`src/rtl/axi_i2c_pkg.sv`:
```
// Shared widths, AXI response codes and controller states for the AXI-to-I2C bridge.
package axi_i2c_pkg;

    localparam int ADDR_W  = 32;
    localparam int DATA_W  = 32;
    localparam int RDATA_W = 32;
    localparam int RESP_W  = 2;
    localparam int OADDR_W = ADDR_W + DATA_W;

    localparam logic [1:0] RESP_OKAY   = 2'b00;
    localparam logic [1:0] RESP_SLVERR = 2'b10;

    typedef enum logic [2:0] {
        IDLE,
        WR_REQ,
        WR_RESP,
        RD_REQ,
        RD_WAIT,
        RD_RESP
    } state_e;

endpackage

```
`src/rtl/axi_hold_reg.sv`:
```
// Single-entry VALID/READY holding register: takes one beat, keeps it until cleared.
module axi_hold_reg #(
    parameter int WIDTH = 32
) (
    input  logic             clk_i,
    input  logic             rst_i,
    input  logic             en_i,
    input  logic             valid_i,
    input  logic [WIDTH-1:0] data_i,
    input  logic             clear_i,
    output logic             ready_o,
    output logic             full_o,
    output logic [WIDTH-1:0] data_o
);

    logic             full_q;
    logic [WIDTH-1:0] data_q;

    // Gated by reset so the bus never sees READY while the bridge is held in reset.
    assign ready_o = en_i & ~full_q & ~rst_i;
    assign full_o  = full_q;
    assign data_o  = data_q;

    always_ff @(posedge clk_i) begin
        if (rst_i) begin
            full_q <= 1'b0;
            data_q <= '0;
        end else if (clear_i) begin
            full_q <= 1'b0;
        end else if (valid_i && ready_o) begin
            full_q <= 1'b1;
            data_q <= data_i;
        end
    end

endmodule

```
`src/rtl/axi_lite_slave.sv`:
```
// AXI4-Lite front end of the AXI-to-I2C bridge: forwards one write or read at a time
// to the I2C master and returns the AXI response once the master reports completion.
module axi_lite_slave
    import axi_i2c_pkg::*;
#(
    parameter int ADDR_WIDTH        = ADDR_W,
    parameter int DATA_WIDTH        = DATA_W,
    parameter int RDATA_WIDTH       = RDATA_W,
    parameter int RESPONSE_WIDTH    = RESP_W,
    parameter int OUTPUT_ADDR_WIDTH = ADDR_WIDTH + DATA_WIDTH
) (
    input  logic                         ACLK,
    input  logic                         ARESET,
    input  logic                         AWVALID,
    output logic                         AWREADY,
    input  logic [ADDR_WIDTH-1:0]        AWADDR,
    input  logic                         WVALID,
    output logic                         WREADY,
    input  logic [DATA_WIDTH-1:0]        WDATA,
    output logic                         BVALID,
    input  logic                         BREADY,
    output logic [RESPONSE_WIDTH-1:0]    BRESP,
    input  logic                         ARVALID,
    output logic                         ARREADY,
    input  logic [ADDR_WIDTH-1:0]        ARADDR,
    output logic                         RVALID,
    input  logic                         RREADY,
    output logic [RDATA_WIDTH-1:0]       RDATA,
    output logic [RESPONSE_WIDTH-1:0]    RRESP,
    output logic [OUTPUT_ADDR_WIDTH-1:0] ADDR_DATA_OUT,
    output logic                         VALID_ADDR_DATA_OUT,
    input  logic                         VALID_ADDR_DATA_OUT_ACK_VALID,
    input  logic                         VALID_ADDR_DATA_OUT_ACK,
    input  logic                         PENDING_TRANSACTION_WR,
    input  logic                         PENDING_TRANSACTION_RD,
    output logic                         I2C_MASTER_TRIGGER,
    input  logic                         RDATA_VALID,
    input  logic [RDATA_WIDTH-1:0]       RDATA_OUT,
    output logic                         RDATA_VALID_ACK
);

    state_e state_q, state_d;

    logic                      awFull, wFull, arFull;
    logic [ADDR_WIDTH-1:0]     awAddr, arAddr;
    logic [DATA_WIDTH-1:0]     wData;
    logic                      wrDone, rdDone;

    logic [RESPONSE_WIDTH-1:0] bresp_q, rresp_q;
    logic [RDATA_WIDTH-1:0]    rdata_q;
    logic                      rdataAck_q;

    assign wrDone = (state_q == WR_REQ)  && VALID_ADDR_DATA_OUT_ACK_VALID;
    assign rdDone = (state_q == RD_WAIT) && RDATA_VALID;

    axi_hold_reg #(.WIDTH(ADDR_WIDTH)) u_awReg (
        .clk_i   (ACLK),
        .rst_i   (ARESET),
        .en_i    (1'b1),
        .valid_i (AWVALID),
        .data_i  (AWADDR),
        .clear_i (wrDone),
        .ready_o (AWREADY),
        .full_o  (awFull),
        .data_o  (awAddr)
    );

    axi_hold_reg #(.WIDTH(DATA_WIDTH)) u_wReg (
        .clk_i   (ACLK),
        .rst_i   (ARESET),
        .en_i    (1'b1),
        .valid_i (WVALID),
        .data_i  (WDATA),
        .clear_i (wrDone),
        .ready_o (WREADY),
        .full_o  (wFull),
        .data_o  (wData)
    );

    // Reads are only accepted while idle so a queued write keeps priority.
    axi_hold_reg #(.WIDTH(ADDR_WIDTH)) u_arReg (
        .clk_i   (ACLK),
        .rst_i   (ARESET),
        .en_i    (state_q == IDLE),
        .valid_i (ARVALID),
        .data_i  (ARADDR),
        .clear_i (rdDone),
        .ready_o (ARREADY),
        .full_o  (arFull),
        .data_o  (arAddr)
    );

    always_ff @(posedge ACLK) begin
        if (ARESET) begin
            state_q <= IDLE;
        end else begin
            state_q <= state_d;
        end
    end

    always_comb begin
        state_d = state_q;
        case (state_q)
            IDLE: begin
                if (awFull && wFull && !PENDING_TRANSACTION_WR) begin
                    state_d = WR_REQ;
                end else if (arFull && !PENDING_TRANSACTION_RD) begin
                    state_d = RD_REQ;
                end
            end
            WR_REQ:  if (VALID_ADDR_DATA_OUT_ACK_VALID) state_d = WR_RESP;
            WR_RESP: if (BREADY)                        state_d = IDLE;
            RD_REQ:                                     state_d = RD_WAIT;
            RD_WAIT: if (RDATA_VALID)                   state_d = RD_RESP;
            RD_RESP: if (RREADY)                        state_d = IDLE;
            default:                                    state_d = IDLE;
        endcase
    end

    always_comb begin
        VALID_ADDR_DATA_OUT = (state_q == WR_REQ);
        I2C_MASTER_TRIGGER  = (state_q == RD_REQ);
        BVALID              = (state_q == WR_RESP);
        RVALID              = (state_q == RD_RESP);
        ADDR_DATA_OUT       = '0;
        case (state_q)
            WR_REQ:           ADDR_DATA_OUT = {awAddr, wData};
            RD_REQ, RD_WAIT:  ADDR_DATA_OUT = {arAddr, {DATA_WIDTH{1'b0}}};
            default:          ADDR_DATA_OUT = '0;
        endcase
    end

    // Response fields are registered so they stay stable while BVALID/RVALID wait.
    always_ff @(posedge ACLK) begin
        if (ARESET) begin
            bresp_q    <= '0;
            rresp_q    <= '0;
            rdata_q    <= '0;
            rdataAck_q <= 1'b0;
        end else begin
            rdataAck_q <= rdDone;
            if (wrDone) begin
                bresp_q <= VALID_ADDR_DATA_OUT_ACK ? RESPONSE_WIDTH'(RESP_OKAY)
                                                   : RESPONSE_WIDTH'(RESP_SLVERR);
            end
            if (rdDone) begin
                rdata_q <= RDATA_OUT;
                rresp_q <= RESPONSE_WIDTH'(RESP_OKAY);
            end
        end
    end

    assign BRESP           = bresp_q;
    assign RRESP           = rresp_q;
    assign RDATA           = rdata_q;
    assign RDATA_VALID_ACK = rdataAck_q;

endmodule

```
`config.mk`:
```
export PLATFORM = sky130hd
export DESIGN_NAME = axi_lite_slave
export DESIGN_NICKNAME = d
export VERILOG_FILES = /design/src/rtl/axi_i2c_pkg.sv /design/src/rtl/axi_hold_reg.sv /design/src/rtl/axi_lite_slave.sv
export SDC_FILE = /design/constraint.sdc
export NUM_CORES = 1
export LEC_CHECK = 0
export CORE_UTILIZATION = 46
export DETAILED_ROUTE_END_ITERATION = 10
export MAX_ROUTING_LAYER = met4
export PLACE_DENSITY = 0.86
export SYNTH_ARGS = -nofsm -noshare
export SYNTH_HDL_FRONTEND = slang
export SYNTH_HIERARCHICAL = 1
export SYNTH_SLANG_ARGS = --single-unit
export TNS_END_PERCENT = 20
```
`constraint.sdc`:
```
create_clock -name ACLK -period 3.96 [get_ports ACLK]
set_clock_uncertainty 0.15 [all_clocks]
set_input_delay 0.792 -clock ACLK [delete_from_list [all_inputs] [get_ports ACLK]]
set_output_delay 0.792 -clock ACLK [all_outputs]
set_load 0.01 [all_outputs]
```
Word level (Yosys, flattened, before mapping). Index checks and enable logic that the tools add are counted.

Register bits after elaboration: 137. Input port bits: 140.

Bitwise operators: 10. Equal/unequal tests: 10. Mux-type cells: 9. Reductions and logical operators: 18.

Operator list (number): 64-bit case mux with 2 select lines (1); 3-bit 2-to-1 mux (6); 3-bit case mux with 6 select lines (1); 1-bit logical AND (8); 3-bit by 2-bit == test with 1-bit output, second input constant (2); 3-bit == test, second input constant (2); 2-bit by 1-bit inequality test with 1-bit output, second input constant (3); 1-bit NOT (6); 2-bit AND reduction (3); 2-bit OR reduction (3); 5-bit AND reduction (1); 1-bit bitwise AND (4); 3-bit by 1-bit == test with 1-bit output, second input constant (1); 3-bit zero test (1); 3-bit inequality test, second input constant (1); 1-bit zero test (2); 2-bit 2-to-1 mux (1); 2-bit inequality test, second input constant (1).

Longest topological paths before layout.
Depth after elaboration: 5. Depth in mapped cells: 9. Depth with buffers taken out: 6.

By module. The synthesis kept the hierarchy.

By module, submodules not included: axi_hold_reg (area an instance 1219.9 um^2, times used 3, cells an instance 148); axi_lite_slave (area an instance 2029.4 um^2, times used 1, cells an instance 253).

Worst setup path after synthesis. No wires, ideal clock.

Kind: input-to-reg. Start: in RDATA_VALID. End: reg u_arReg.data_q[15], in the netlist u_arReg/data_o[15]. Path buffers: 2. Path slack: 1.797 ns. Arrival: 1.891 ns. Library setup time: 0.122 ns. Stages: 7. Data required time: 3.688 ns. Path through: nand3_2 > inv_2 > buf_4 > nor4b_4 > and2_1 > buf_4 > o21ai_0.

Cells in the longest elaborated chain, start to end: 3.

RTL lines: from (decl) (RTL line axi_lite_slave.sv:37) `input logic RDATA_VALID,`; 1-bit logical AND (RTL line axi_lite_slave.sv:54) `assign rdDone = (state_q == RD_WAIT) && RDATA_VALID;`; via rdDone (RTL line axi_lite_slave.sv:47) `logic wrDone, rdDone;`; 1-bit NOT (no line); 2-bit AND reduction (no line); to (signal assigned) (RTL line axi_hold_reg.sv:32) `data_q <= data_i;`; to (decl) (RTL line axi_hold_reg.sv:17) `logic [WIDTH-1:0] data_q;`.

The timed path passes the listed nets, and every way through them passes these cells. A chain may end at the register's enable or synchronous reset.

Worst setup path after layout.
Start: reg state_q[0]. End: out ADDR_DATA_OUT[43].

Cells in the longest elaborated chain, start to end: 3.

RTL lines: from (decl) (RTL line axi_lite_slave.sv:42) `state_e state_q, state_d;`; from (signal assigned) (RTL line axi_lite_slave.sv:97) `state_q <= state_d;`; 3-bit by 2-bit == test with 1-bit output / 3-bit == test (equally long branches) (RTL line axi_lite_slave.sv:126) `case (state_q)`; 2-bit OR reduction (RTL line axi_lite_slave.sv:126); 64-bit case mux with 2 select lines (*) (RTL line axi_lite_slave.sv:126); to (decl) (RTL line axi_lite_slave.sv:30) `output logic [OUTPUT_ADDR_WIDTH-1:0] ADDR_DATA_OUT,`.

Mark *: on every way between the ends. The rest lies on a longest branch, timed or not.

==> results.toml <==
[routing]
drtIter0Drc = 515
via_per_inst = 5.35
wl_per_cell_um = 16.2
dr.pass1.iters = 4
via_count = 5771
wl_mm = 17.5
final_antenna_net_count = 0
drc = 0

[floorplan]
start_util = 0.474
core_sq_um = 12000
fp.dieH_um = 113
ios = 248
die_area_sq_um = 12800
die_w_um = 113
fp-row-count = 40

[place]
dpl_cell_area_sq_um = 8110
pre_cts_ws_ns = 0.883
gp_congestion = 0.835
dp.cells = 1048
dpl.hpwl_mm = 11.4
port_buffers = 244

[sta]
setup_viol = 0
worst_pin_slew_ns = 0.624
setup_slack_ns = 0.458
hold_viol = 0
finalSetupTns_ns = 0
fin_crit_ns = 3.50
fmax_ghz = 0.286
fin_crit_sh = 0.884
slew_violations = 0
slew_headroom = 0.584
rsz0062_at_grt = "no"

[clock_network]
cts_buffers = 17
cts_max_level = 4
cts_num_sinks = 136
cts.repair.resized = 0
cts.path.max_buffers = 2
clock_latency_ns = 0.40
root_buffer = "clkbuf_16"
path_clk_slew_ns = 0.06
hold_buffers = 0
cts_setup_buffers = 0
cts_tree = "yes"

[worst_setup_path]
cp-start-kind = "flip-flop"
arrival_ns = 2.56
r2r_end = "u_awReg/data_o[16]"
crit_path_max_fanout = 66
r2r-start = "state_q[0]"
worst-r2r-cell-count = 7
ff2ff_setup_slack_ns = 1.19
endpoint_kind = "output port"
cp.required_ns = 3.02
path_class = "flip-flop to output port"

[power]
p_total_mw = 4.15
peakVddDrop_uv = 291
leakagePower_nw = 3.10
power_density_nw_per_um2 = 479

[logic_synthesis]
synth_seq_cells = 136
yosysWarnings = 6
seq_area_frac_synth = 0.479
syn_area_per_cell_sq_um = 8.16
synth_top_area_cell = "dfxtp_1"
synth.area.top_cells = "dfxtp_1 48%, nand2_1 11%, nand3_1 7.7%"
syn_inst = 697
synth.top_cell.area_share = 0.479
yosys.cell_types.count = 41
netlist_area_sq_um = 5690

[finish]
final_common_cell = "clkdlybuf4s50_1"
final_cell_count_no_fill = 1079
final_cell_mix = "243 x clkdlybuf4s50_1, 160 x nand2_1, 136 x dfxtp_1"
layout-drive-gt1-share = 0.0665
antenna_cells = 0
final_area_sq_um = 8660
num-fill-cells = 951
area_growth_pct = 52.2
nets = 1060

[min_path]
hold_class = "flip-flop to flip-flop"
holdCritStartpoint = "u_wReg/data_o[11]"
holdPathStages = 2
holdPathEnd = "u_wReg/data_o[11]"

[job]
maxCapViolCount = 0

[global_route]
grt_max_degree = 67
grt_pass1_vias = 5572
overflow = 0
grt_use_total = 0.280
grt_pass1_wl_mm = 27.4
antenna_found_initial = 0

[run_status]
status = "complete, no violations"
-- through the flow --
| step | hold slack (ns) | util |
|---|---|---|
| floorplan | 0.274 | - |
| global placement | 0.283 | 0.675 |
| detailed placement | 0.288 | 0.675 |
| CTS | 0.298 | 0.721 |
| global route | 0.321 | 0.721 |
| finish | 0.301 | 0.721 |
-- final cells by class --
cell class              count  area (sq um)  share of cell area
clock inverters             7          42.5             0.00491
well taps                 147           184              0.0212
flip-flops and latches    136          2720               0.314
clock buffers              24           512              0.0591
repair buffers            261          2560               0.296
inverters                   6          22.5             0.00260
multi-input cells         498          2610               0.302
-- cells by family (layout without fill, tap and decap cells) --
| family | after synthesis | count (layout) | share of synthesized area |
|---|---|---|---|
| AO/OA/AOI/OAI | 170 | 170 | 0.176 |
| buffers and inverters | 70 | 298 | 0.0680 |
| flip-flops | 136 | 136 | 0.479 |
| multiplexers | 1 | 1 | 0.00176 |
| other | 2 | 9 | 0.00132 |
| AND/OR/NAND/NOR | 318 | 318 | 0.274 |
-- per-layer routing --
layer / global-route usage / part of all wire
met3: 0.0530 / 0.060
met2: 0.459 / 0.49
met5: - / 0
met1: 0.330 / 0.42
met4: 0.136 / 0.027
-- synthesized netlist by cell type, drive strengths merged --
cell type,instances
a31oi,1
a22o,32
nand3b,1
and2,36
nor2b,1
nand4,9
nor4b,4
and3,1
a221oi,1
nand3,89
nor2,3
and3b,1
o21ai,96
clkbuf,28
nor3b,4
a21oi,35
inv,3
dfxtp,136
or3b,1
nand2,161
clkinv,3
a21o,1
mux2i,1
o41ai,1
nor3,5
nand2b,2
a211oi,2
buf,36
conb,2
o211ai,1
-- state kept, by name, indices dropped and copies added (netlist names) --
signal and count:
RDATA_VALID_ACK 1, RDATA 32, u_wReg/data_o 32, u_awReg/data_o 32, BRESP 1, u_awReg/full_o 1, u_wReg/full_o 1, state_q 3
u_arReg/full_o 1, u_arReg/data_o 32
-- critical path: stages (launching register included) --
cell and delay, ns:
dfxtp_1 0.56, nor3b_4 0.25, buf_4 0.53, a22o_1 0.25, clkdlybuf4s50_1 0.53
-- worst max path at each step --
stage	start	end	slack, ns
final	state_q[0]	ADDR_DATA_OUT[43]	0.46
after global routing	state_q[0]	ADDR_DATA_OUT[62]	0.31
after CTS	state_q[0]	ADDR_DATA_OUT[55]	0.44
after detailed placement	state_q[0]	ADDR_DATA_OUT[43]	0.88
after global placement	state_q[0]	ADDR_DATA_OUT[57]	0.97
after floorplan	RDATA_VALID	u_arReg/data_o[15]	1.80
-- power by group --
part | switching [mW] | internal, mW | leakage [nW]
logic | 0.528 | 0.475 | 1.72
registers | 0.138 | 1.55 | 1.11
clock network | 0.566 | 0.892 | 0.270
Note: power is estimated with default switching activity, not from simulation.
